**src/rtl/dlatch_mon_pkg.sv**
```systemverilog
// rtl/dlatch_mon_pkg.sv - state encoding and default parameters for the latch monitor
package dlatch_mon_pkg;

    typedef enum logic [1:0] {
        ST_IDLE   = 2'd0,
        ST_SETTLE = 2'd1,
        ST_CHECK  = 2'd2,
        ST_HALT   = 2'd3
    } mon_state_t;

    localparam int DEF_SETTLE = 4;
    localparam int DEF_CNT_W  = 16;

endpackage

```
**src/rtl/sat_counter.sv**
```systemverilog
// rtl/sat_counter.sv - saturating up-counter with synchronous clear
module sat_counter #(
    parameter int W = 16
) (
    input  logic         clk,
    input  logic         rst,
    input  logic         clr,
    input  logic         inc,
    output logic [W-1:0] cnt
);

    always_ff @(posedge clk or negedge rst) begin
        if (!rst) begin
            cnt <= '0;
        end else if (clr) begin
            cnt <= '0;
        end else if (inc && (cnt != '1)) begin
            cnt <= cnt + 1'b1;
        end
    end

endmodule

```
**src/rtl/dlatch_rst_monitor.sv**
```systemverilog
// rtl/dlatch_rst_monitor.sv - observer that models a reset-able D latch and checks its q
module dlatch_rst_monitor
    import dlatch_mon_pkg::*;
#(
    parameter int SETTLE       = DEF_SETTLE,
    parameter int CNT_W        = DEF_CNT_W,
    parameter bit STOP_ON_FAIL = 1'b0
) (
    input  logic             clk,
    input  logic             rst,
    input  logic             enable,
    input  logic             clear,
    input  logic             mon_d,
    input  logic             mon_en,
    input  logic             mon_rst,
    input  logic             mon_q,
    output logic             exp_q,
    output logic             checking,
    output logic             err_pulse,
    output logic             err_sticky,
    output logic [CNT_W-1:0] check_cnt,
    output logic [CNT_W-1:0] err_cnt
);

    localparam int SW = (SETTLE > 1) ? $clog2(SETTLE) : 1;
    localparam logic [SW-1:0] SETTLE_LAST = SW'(SETTLE - 1);

    mon_state_t  state;
    logic [SW-1:0] settle_cnt;

    logic s_d, s_en, s_rst, s_q;
    logic p_d, p_en, p_rst;
    logic chg, do_check, err_hit;

    // One sample stage plus the previous sample, used for change detection
    always_ff @(posedge clk or negedge rst) begin
        if (!rst) begin
            s_d   <= 1'b0;
            s_en  <= 1'b0;
            s_rst <= 1'b0;
            s_q   <= 1'b0;
            p_d   <= 1'b0;
            p_en  <= 1'b0;
            p_rst <= 1'b0;
        end else begin
            s_d   <= mon_d;
            s_en  <= mon_en;
            s_rst <= mon_rst;
            s_q   <= mon_q;
            p_d   <= s_d;
            p_en  <= s_en;
            p_rst <= s_rst;
        end
    end

    assign chg      = (s_d ^ p_d) | (s_en ^ p_en) | (s_rst ^ p_rst);
    assign do_check = (state == ST_CHECK) && enable && !chg && !clear;
    assign err_hit  = do_check && (s_q != exp_q);

    always_ff @(posedge clk or negedge rst) begin
        if (!rst) begin
            state      <= ST_IDLE;
            settle_cnt <= '0;
            exp_q      <= 1'b0;
            checking   <= 1'b0;
            err_pulse  <= 1'b0;
            err_sticky <= 1'b0;
        end else begin
            // Latch reset dominates enable; model freezes only while halted
            if (state != ST_HALT) begin
                if (s_rst) begin
                    exp_q <= 1'b0;
                end else if (s_en) begin
                    exp_q <= s_d;
                end
            end

            err_pulse <= err_hit;
            if (clear) begin
                err_sticky <= 1'b0;
            end else if (err_hit) begin
                err_sticky <= 1'b1;
            end

            case (state)
                ST_IDLE: begin
                    if (enable) begin
                        state      <= ST_SETTLE;
                        settle_cnt <= '0;
                    end
                end
                ST_SETTLE: begin
                    if (!enable) begin
                        state <= ST_IDLE;
                    end else if (chg) begin
                        settle_cnt <= '0;
                    end else if (settle_cnt == SETTLE_LAST) begin
                        state    <= ST_CHECK;
                        checking <= 1'b1;
                    end else begin
                        settle_cnt <= settle_cnt + 1'b1;
                    end
                end
                ST_CHECK: begin
                    if (!enable) begin
                        state    <= ST_IDLE;
                        checking <= 1'b0;
                    end else if (chg) begin
                        state      <= ST_SETTLE;
                        settle_cnt <= '0;
                        checking   <= 1'b0;
                    end else if (err_hit && STOP_ON_FAIL) begin
                        state    <= ST_HALT;
                        checking <= 1'b0;
                    end
                end
                ST_HALT: begin
                    if (clear) begin
                        state      <= enable ? ST_SETTLE : ST_IDLE;
                        settle_cnt <= '0;
                    end
                end
            endcase
        end
    end

    sat_counter #(.W(CNT_W)) u_check_cnt (
        .clk (clk),
        .rst (rst),
        .clr (clear),
        .inc (do_check),
        .cnt (check_cnt)
    );

    sat_counter #(.W(CNT_W)) u_err_cnt (
        .clk (clk),
        .rst (rst),
        .clr (clear),
        .inc (err_hit),
        .cnt (err_cnt)
    );

endmodule

```
**config.mk**
```make
export PLATFORM = sky130hd
export DESIGN_NAME = dlatch_rst_monitor
export DESIGN_NICKNAME = d
export VERILOG_FILES = /design/src/rtl/dlatch_mon_pkg.sv /design/src/rtl/sat_counter.sv /design/src/rtl/dlatch_rst_monitor.sv
export SDC_FILE = /design/constraint.sdc
export NUM_CORES = 1
export LEC_CHECK = 0
export ABC_AREA = 1
export ABC_CLOCK_PERIOD_IN_PS = 2200
export CAP_MARGIN = 20
export CORE_MARGIN = 4
export CORE_UTILIZATION = 50
export CTS_CLUSTER_SIZE = 28
export DETAILED_ROUTE_END_ITERATION = 10
export GPL_TIMING_DRIVEN = 1
export PLACE_DENSITY_LB_ADDON = 0.1
export SYNTH_ARGS = -nofsm -noshare
export SYNTH_HDL_FRONTEND = slang
export SYNTH_HIERARCHICAL = 1
export SYNTH_SLANG_ARGS = --single-unit
```
**constraint.sdc**
```tcl
create_clock -name clk -period 2.2 [get_ports clk]
set_input_delay 0.66 -clock clk [delete_from_list [all_inputs] [get_ports clk]]
set_output_delay 0.66 -clock clk [all_outputs]
set_load 0.1 [all_outputs]
```
# After elaboration in Yosys (flattened, before gate mapping)
# Cells that the tools add are included.
# word_totals
regBits,47
in_bits,8
wordCells,91
# op_classes
eq_ne,19
n_bitwise,5
muxes,31
add_sub_neg,3
reduce_logical,18
# ops
op,count
16-bit 2-to-1 mux,4
16-bit by 1-bit adder with 16-bit output (second input constant),2
16-bit inequality test (second input constant),2
2-bit 2-to-1 mux,14
2-bit inequality test (second input constant),8
2-bit one-hot mux with 4 select lines,2
3-bit inequality test (second input constant),4
1-bit 2-to-1 mux,10
5-bit AND reduction,2
2-bit nonzero test,5
2-bit equality test (second input constant),3
1-bit logical AND,6
6-bit AND reduction,1
1-bit XOR,3
2-bit by 1-bit adder with 2-bit output (second input constant),1
2-bit by 1-bit equality test with 1-bit output (second input constant),1
1-bit logical NOT,2
2-bit logical NOT,1
1-bit OR,2
1-bit one-hot mux with 2 select lines,1
2-bit AND reduction,1
1-bit inequality test,1

# Logic depth before layout (Yosys ltp)
# Gate-level depths: netlist of the first run.
# depth
depth_word,10
ltp_mapped,13

# Hierarchy
# Netlist of the first run, hierarchy kept.
# modules_own_cells
module,seq_area_each_um2,area_each_um2,cells_each,instances
sat_counter,400.4,1037.2,144,2
dlatch_rst_monitor,375.4,724.4,84,1

# Worst setup path before layout of the first run
# Ideal clock, no wire load.
# synth_path
kind,reg2reg
from,register u_check_cnt.cnt[1]
to,register u_check_cnt.cnt[7]
t_required_ns,2.133
t_arrival_ns,2.180
setup_time_ns,0.067
synth_period_minus_slack_ns,2.248
stages_incl_launch_ff,11
path_slack_ns,-0.048
path_cell_list,dfrtp_1 > ha_1 > nand2_2 > nor2_4 > nand2_4 > o21ai_4 > nand2_4 > inv_4 > buf_12 > nand2_1 > nand2_1
# synth_via
elab_chain_len,3
word_cells_on_any_way,6
cone_classes,1 x add/sub; 1 x eq/ne; 2 x mux; 2 x reduce/logical
# synth_lines
element,line,text
start: declaration,sat_counter.sv:9,output logic [W-1:0] cnt
start signal: assignment,sat_counter.sv:18,cnt <= cnt + 1'b1;
16-bit by 1-bit adder with 16-bit output or 16-bit inequality test (tied branches),"sat_counter.sv:18, sat_counter.sv:17",
16-bit 2-to-1 mux or 1-bit logical AND (tied branches),sat_counter.sv:17,end else if (inc && (cnt != '1)) begin
16-bit 2-to-1 mux or 2-bit nonzero test (tied branches),--,
# Several ways; a longest one is shown, not always the timed one. The select of a mux whose other input is x is not followed.
# A chain may end at the register's enable or synchronous reset.

# Worst setup path in the final report of the first run
# layout_path
from,input enable
to,register u_check_cnt.cnt[9]
# layout_via
elab_chain_len,5
# layout_lines
element,line,text
start: declaration,dlatch_rst_monitor.sv:11,"input logic enable,"
1-bit logical AND (3 in a row),dlatch_rst_monitor.sv:57,assign do_check = (state == ST_CHECK) && enable && !chg && !clear;
named net do_check,dlatch_rst_monitor.sv:33,"logic chg, do_check, err_hit;"
1-bit logical AND,sat_counter.sv:17,
2-bit nonzero test (no line),--,
# The timed path passes the listed nets, and every way through them passes these cells.

==> out/results.ini, run 1 <==
[power_and_ir_drop]
p_leak_uw = 0.00184
vdd_drop_max_mv = 0.296
cellPowerDensity_mw_per_mm2 = 459

[sta]
fmax_mhz = 484
fin_crit_ps = 2070
worstMarginPinSlew_ps = 516
period_share = 0.940
drv_slew = 0
hold_violations = 0
skew_ps = 6.51
setup_viol_count_final = 0
max_slew_margin = 0.654
rsz0062_at_grt = false

[finish]
synthToLayoutAreaGrowth_pct = 36.7
multi_input_area_mm2 = 0.00141
final_core_util = 0.726
diodes = 0
n_fill_cell = 414
regArea_mm2 = 0.00118
nNetsFinal = 443
drive_gt1_frac = 0.222
stdcell_count = 503

[yosys]
synth_nets = 383
ys_types = 30
syn_area_mm2 = 0.00280
ys_ff_latch = 47
ys_warn_count = 6
synthCells = 372
seq_area_frac_synth = 0.420
postSynthAreaPerCell_um2 = 7.52

[place]
dp_hpwl_um = 4910
port_buffers = 43
dp_cells = 494
place_congestion = 0.877

[die]
dieArea_mm2 = 0.00686
io_pins = 44
dieWidth_um = 82.8
core-area_mm2 = 0.00527
rows = 26
start_util = 0.531
die_y_um = 82.8

[setup_path]
cpMaxStageDelayCell = clkdlybuf4s50_1
cp_max_fo = 7
crit_buf_inv = 5
cp_cell_sequence = clkdlybuf4s50_1 > inv_1 > nor2_2 > nand4_2 > nor2_2 > buf_4 > inv_1 > nor2_1 > buf_4 > nand4_1 > nand2_1
cp.arrival_ps = 2310
cp-startpoint = enable
worstRegToRegCells = 11
cp-end-kind = flip-flop
r2r_end = u_check_cnt/cnt[9]
cp.depth = 11
path_delay_family = buffers and inverters
worstSetupPathType = primary input to flip-flop
endpoint = u_check_cnt/cnt[9]
start_kind = primary input
slowest_delay_ps = 470
critical_path_required_ps = 2440
rrSetupSlack_ps = 430
r2r_start = state[0]

[clock_tree]
clock_path_buffers = 2
clock_latency_ps = 300
htreeDepth = 2
cts_hold_buf = 0
post_cts.repair.setup_buffers = 0
cts_tree = built
ctsRootBufferMaster = clkbuf_8
cts_buffers = 5
cts_resized = 0
path_clk_slew_ps = 90
cts_num_sinks = 47

[min_path]
hp-class = primary input to async pin

[global_route]
grtUsageMet1 = 0.275
busiest_layer = met2
grt_pass1_vias = 2585
grt_max_degree = 18
overflow = 0
grt_antenna_before_repair = 0
gr-usage-all-layers = 0.206
grt_use_met3 = 0.0406
grt_pass1_wl_um = 11800
gr-usage-met2 = 0.340

[route]
final_antenna_net_count = 0
routed_wl_um = 6690
drtIter0Drc = 147
wl_per_cell_um = 13.3
dr.pass1.iters = 4
viasPerCell = 5.13
remaining_drc_errors = 0
vias = 2581

[job]
drv_cap = 0

[status]
status = complete, no violations

==> synth_stat cells <==
library cell    n  area [um^2]
a21oi_1         2         10.0
a21oi_2         1         8.76
buf_1           2         7.51
buf_12          2         40.0
buf_2           2         10.0
dfrtp_1        47         1180
ha_1            3         37.5
inv_1          38          143
inv_2           2         7.51
inv_4           2         12.5
nand2_1       137          514
nand2_2         7         43.8
nand2_4         4         45.0
nand3_1        27          135
nand3_2         1         10.0
nand4_1        19          119
nand4_2         1         12.5
nor2_1         30          113
nor2_2          2         12.5
nor2_4          4         45.0
nor3_1          2         10.0
o21ai_0        13         65.1
o21ai_1         3         15.0
o21ai_4         2         32.5
o21bai_1        4         30.0
o21bai_4        1         18.8
or2_2           2         12.5
xnor2_1         4         35.0
xnor2_2         1         16.3
xor2_1          7         61.3
==> worst reg2reg max path: stages (launching register included) <==
cell     delay, ps
dfrtp_1        420
inv_1          100
nand2_2         90
nor2_2         100
nand4_2        150
nor2_2         150
buf_4          150
inv_1           40
nor2_1         150
buf_4          180
nand4_1        100
nand2_1         80
==> metrics by stage <==
stage | area, um^2 | TNS (ps) | hold WS, ps | power [uW] | worst slack (ps)
floorplan | 2800 | 0 | 364 | 1040 | 104
global placement | 3690 | -1600 | 403 | 1100 | -80.4
detailed placement | 3690 | -3530 | 426 | 1110 | -151
CTS | 3810 | 0 | 274 | 1770 | 106
global route | 3830 | 0 | 281 | 1850 | 19.5
finish | 3830 | 0 | 267 | 1760 | 133
==> routing by layer <==
metal  up-vias  share of wire
met5         -              0
met4         0          0.013
met3         8          0.042
met2        49           0.50
met1      1223           0.45
li1       1301              -
==> how the worst min path moves through the flow <==
| stage | endpoint | cells past startpoint | startpoint |
|---|---|---|---|
| final | p_rst | 1 | rst |
| after global routing | p_rst | 1 | rst |
| after CTS | p_rst | 1 | rst |
| after detailed placement | p_rst | 0 | s_rst |
| after global placement | p_rst | 0 | s_rst |
| after floorplan | checking | 0 | rst |
==> state kept, by name (all words and copies together) (netlist names), 2 cells and up <==
signal and cells:
settle_cnt 2, state 2, u_err_cnt/cnt 16, u_check_cnt/cnt 16
==> report_power, final <==
part	switching, uW	internal, uW
Sequential	20.0	882
Clock	293	368
Combinational	126	67.9
Total	439	1320
==> layout make-up <==
type / instances / area share
multi-input cells: 277 / 0.367
flip-flops and latches: 47 / 0.309
repair buffers: 59 / 0.228
inverters: 42 / 0.0425
well taps: 70 / 0.0229
clock buffers: 6 / 0.0216
clock inverters: 2 / 0.00916
==> kinds of logic after synthesis <==
logic type | synth area share
AND/OR/NAND/NOR | 0.383
buffers and inverters | 0.0787
flip-flops | 0.420
AO/OA/AOI/OAI | 0.0644
adder cells (fa/ha/maj) | 0.0134
XOR/XNOR | 0.0402
==> cells in the final DEF, fill, tap and decap left out, types with 2 or more instances in the layout <==
master,instances
nand2_1,137
dfrtp_1,43
inv_1,38
buf_12,33
nor2_1,29
nand3_1,27
nand4_1,19
buf_4,18
o21ai_0,13
nand2_2,7
xor2_1,7
clkbuf_8,6
clkdlybuf4s50_1,6
nor2_4,4
nand2_4,4
xnor2_1,4
o21bai_1,4
dfrtp_2,4
nor2_2,3
o21ai_1,3
ha_1,3
inv_2,2
o21ai_4,2
a21oi_1,2
inv_4,2
or2_2,2
nor3_1,2
Power figures use the tool's default switching activity.
==> inputs of run 2 (changes only) <==
--- a/config.mk
+++ b/config.mk
@@ -16,5 +16,4 @@
 export PLACE_DENSITY_LB_ADDON = 0.1
 export SYNTH_ARGS = -nofsm -noshare
 export SYNTH_HDL_FRONTEND = slang
-export SYNTH_HIERARCHICAL = 1
 export SYNTH_SLANG_ARGS = --single-unit
==> run 2 against run 1 <==
Against the previous run:
- hold slack improved by 45 ps
- non-clock buffer count fell by 6
- clock skew fell by 0.73 ps
- die area fell by 0.12%
- via count rose by 1.5%
- critical path depth fell by 2
- synthesized area fell by 0.13%
- register-to-register slack got worse by 70 ps
- wire length fell by 3.2%
- combinational power fell by 12%
==> out/results.ini, run 2 <==
[status]
status = complete, no violations  ; unchanged

[clock_tree]
cts_tree = built  ; unchanged
clock_latency_ps = 300  ; about the same
cts_buffers = 5  ; unchanged
cts_resized = 0  ; unchanged
htreeDepth = 2  ; unchanged
clock_path_buffers = 2  ; unchanged
cts_hold_buf = 0  ; unchanged
cts_num_sinks = 47  ; unchanged
post_cts.repair.setup_buffers = 0  ; unchanged
path_clk_slew_ps = 100  ; was 90 ps
ctsRootBufferMaster = clkbuf_8  ; unchanged

[die]
die_y_um = 82.8  ; about the same
io_pins = 44  ; unchanged
rows = 26  ; unchanged
dieArea_mm2 = 0.00685  ; was 0.00686 mm^2
core-area_mm2 = 0.00527  ; unchanged
start_util = 0.530  ; was 0.531
dieWidth_um = 82.8  ; about the same

[global_route]
grt_antenna_before_repair = 0  ; unchanged
grt_pass1_vias = 2432  ; was 2585
grt_max_degree = 48  ; was 18
busiest_layer = met2  ; unchanged
grtUsageMet1 = 0.270  ; was 0.275
grt_use_met3 = 0.0378  ; was 0.0406
overflow = 0  ; unchanged
gr-usage-met2 = 0.347  ; was 0.340
grt_pass1_wl_um = 11000  ; was 11800 um
gr-usage-all-layers = 0.208  ; was 0.206

[yosys]
synth_xor_area_frac = 0.0779  ; was 0.0402
yosys.area.top_type = dfrtp_1  ; unchanged
ys_top_cells_by_area = dfrtp_1, nand2_1, nand3_1  ; was dfrtp_1, nand2_1, inv_1
ys_types = 28  ; was 30
synth_nets = 382  ; was 383
yosys.area_share.simple = 0.380  ; was 0.383
postSynthAreaPerCell_um2 = 7.53  ; was 7.52 um^2
seq_area_frac_synth = 0.421  ; was 0.420
ys_warn_count = 0  ; was 6
ys_ff_latch = 47  ; unchanged
syn_area_mm2 = 0.00280  ; about the same
synth_edf_count = 0  ; unchanged
synthAdderAreaFrac = 0.0134  ; about the same
synth_top_family_by_area = simple AND/OR/NAND/NOR gates  ; unchanged
yosysMostFrequentCell = nand2_1  ; unchanged
synthFlopType = dfrtp_1  ; unchanged
synth_common_cells = nand2_1, nand3_1, dfrtp_1  ; was nand2_1, dfrtp_1, inv_1
async_flop_share = 1.00  ; unchanged
synthCells = 371  ; was 372
post-synth-top-area-fraction = 0.421  ; was 0.420
synth_compound_area_frac = 0.0318  ; was 0.0644
synthMuxAreaShare = 0  ; unchanged

[finish]
mostFrequentLayoutCells = nand2_1, nand3_1, dfrtp_1, inv_1, buf_12  ; was nand2_1, dfrtp_1, inv_1, buf_12, nor2_1
drive_gt1_frac = 0.182  ; was 0.222
synthToLayoutAreaGrowth_pct = 35.5  ; was 36.7%
mostFrequentLayoutCell = nand2_1  ; unchanged
top_regs = u_check_cnt.cnt: 16 flops, u_err_cnt.cnt: 16 flops  ; was u_check_cnt/cnt: 16 flops, u_err_cnt/cnt: 16 flops
stdcell_count = 494  ; was 503
diodes = 0  ; unchanged
n_fill_cell = 406  ; was 414
nNetsFinal = 434  ; was 443

[setup_path]
worstRegToRegCells = 9  ; was 11
cp_max_fo = 17  ; was 7
cp_cell_sequence = clkdlybuf4s50_1 > inv_1 > nor2_2 > nand4_2 > buf_4 > nor2_4 > buf_12 > nand3b_1 > nand2_1  ; was clkdlybuf4s50_1 > inv_1 > nor2_2 > nand4_2 > nor2_2 > buf_4 > inv_1 > nor2_1 > buf_4 > nand4_1 > nand2_1
rrSetupSlack_ps = 360  ; was 430 ps
critical_path_required_ps = 2440  ; about the same
cpMaxStageDelayCell = clkdlybuf4s50_1  ; unchanged
r2r_end = u_check_cnt.cnt[4]  ; was u_check_cnt/cnt[9]
worstSetupPathType = primary input to flip-flop  ; unchanged
cp-end-kind = flip-flop  ; unchanged
cp.arrival_ps = 2170  ; was 2310 ps
slowest_delay_ps = 500  ; was 470 ps
start_kind = primary input  ; unchanged
r2r_start = u_check_cnt.cnt[0]  ; was state[0]

[sta]
setup_ws_ps = 275  ; was 133 ps
setup_viol_count_final = 0  ; unchanged
fin_crit_ps = 1930  ; was 2070 ps
period_share = 0.875  ; was 0.940
hold_violations = 0  ; unchanged
drv_slew = 0  ; unchanged
timing.hold.ws_ps = 312  ; was 267 ps
max_slew_margin = 0.725  ; was 0.654
setup_tns_ps = 0  ; unchanged
rsz0062_at_grt = false  ; unchanged
skew_ps = 5.79  ; was 6.51 ps
fmax_mhz = 519  ; was 484 MHz
worstMarginPinSlew_ps = 412  ; was 516 ps

[place]
place_congestion = 0.842  ; was 0.877
port_buffers = 43  ; unchanged
dp_cells = 486  ; was 494
dp_slack_ps = -19.9  ; was -151 ps
dp_hpwl_um = 4690  ; was 4910 um

[job]
drv_cap = 0  ; unchanged

[power_and_ir_drop]
total_power_uw = 1620  ; was 1760 uW
cellPowerDensity_mw_per_mm2 = 427  ; was 459 mW/mm^2
vdd_drop_max_mv = 0.360  ; was 0.296 mV
p_leak_uw = 0.00180  ; was 0.00184 uW

[route]
remaining_drc_errors = 0  ; unchanged
vias = 2620  ; was 2581
viasPerCell = 5.30  ; was 5.13
dr.pass1.iters = 4  ; unchanged
final_antenna_net_count = 0  ; unchanged
wl_per_cell_um = 13.1  ; was 13.3 um
routed_wl_um = 6480  ; was 6690 um
drtIter0Drc = 162  ; was 147

[min_path]
hp-class = primary input to async pin  ; unchanged

## run 2: logic make-up (layout without fill, tap and decap cells)
kind of cell | count (synthesis) | count (layout)
xor+xnor | 24 | 24
flops | 47 | 47
buf+inv | 50 | 103
simple gates | 230 | 230
compound gates | 17 | 17
fa+ha+maj | 3 | 3
## run 2: cell type report
type	count	area, um^2	area share
Clock inverter	3	25.0	0.00661
Timing Repair Buffer	53	861	0.227
Tap cell	70	87.6	0.0231
Multi-Input combinational cell	274	1410	0.371
Sequential cell	47	1180	0.312
Inverter	42	159	0.0420
Clock buffer	5	68.8	0.0182
## run 2: worst max-delay path by stage
stage	startpoint	endpoint	slack (ps)	depth (start not counted)
global placement	enable	u_err_cnt.cnt[11]	50	9
detailed placement	enable	u_err_cnt.cnt[9]	-20	9
floorplan	u_check_cnt.cnt[4]	u_check_cnt.cnt[5]	80	8
global route	enable	u_check_cnt.cnt[14]	160	8
finish	enable	u_err_cnt.cnt[9]	270	9
CTS	enable	u_err_cnt.cnt[9]	290	9
## run 2: critical path, delay by kind of cell
| family | cells | cell delay, ps |
|---|---|---|
| simple gates | 5 | 580 |
| buf+inv | 4 | 920 |
## run 2: layer usage
layer	vias up	routed length (um)
met4	0	91
li1	1304	-
met1	1220	2910
met2	87	3110
met5	-	0
met3	9	374
## run 2: stage by stage
stage | cell area [um^2] | util
6_report | 3790 | 0.719
2_1_floorplan | 2800 | -
4_1_cts | 3790 | 0.719
3_3_place_gp | 3690 | 0.701
5_1_grt | 3790 | 0.719
3_5_place_dp | 3690 | 0.701
## run 2: power breakdown
part | switching [uW] | total (uW) | internal [uW]
Clock | 313 | 540 | 228
Sequential | 22.3 | 904 | 882
Combinational | 112 | 171 | 59.5
Total | 447 | 1620 | 1170
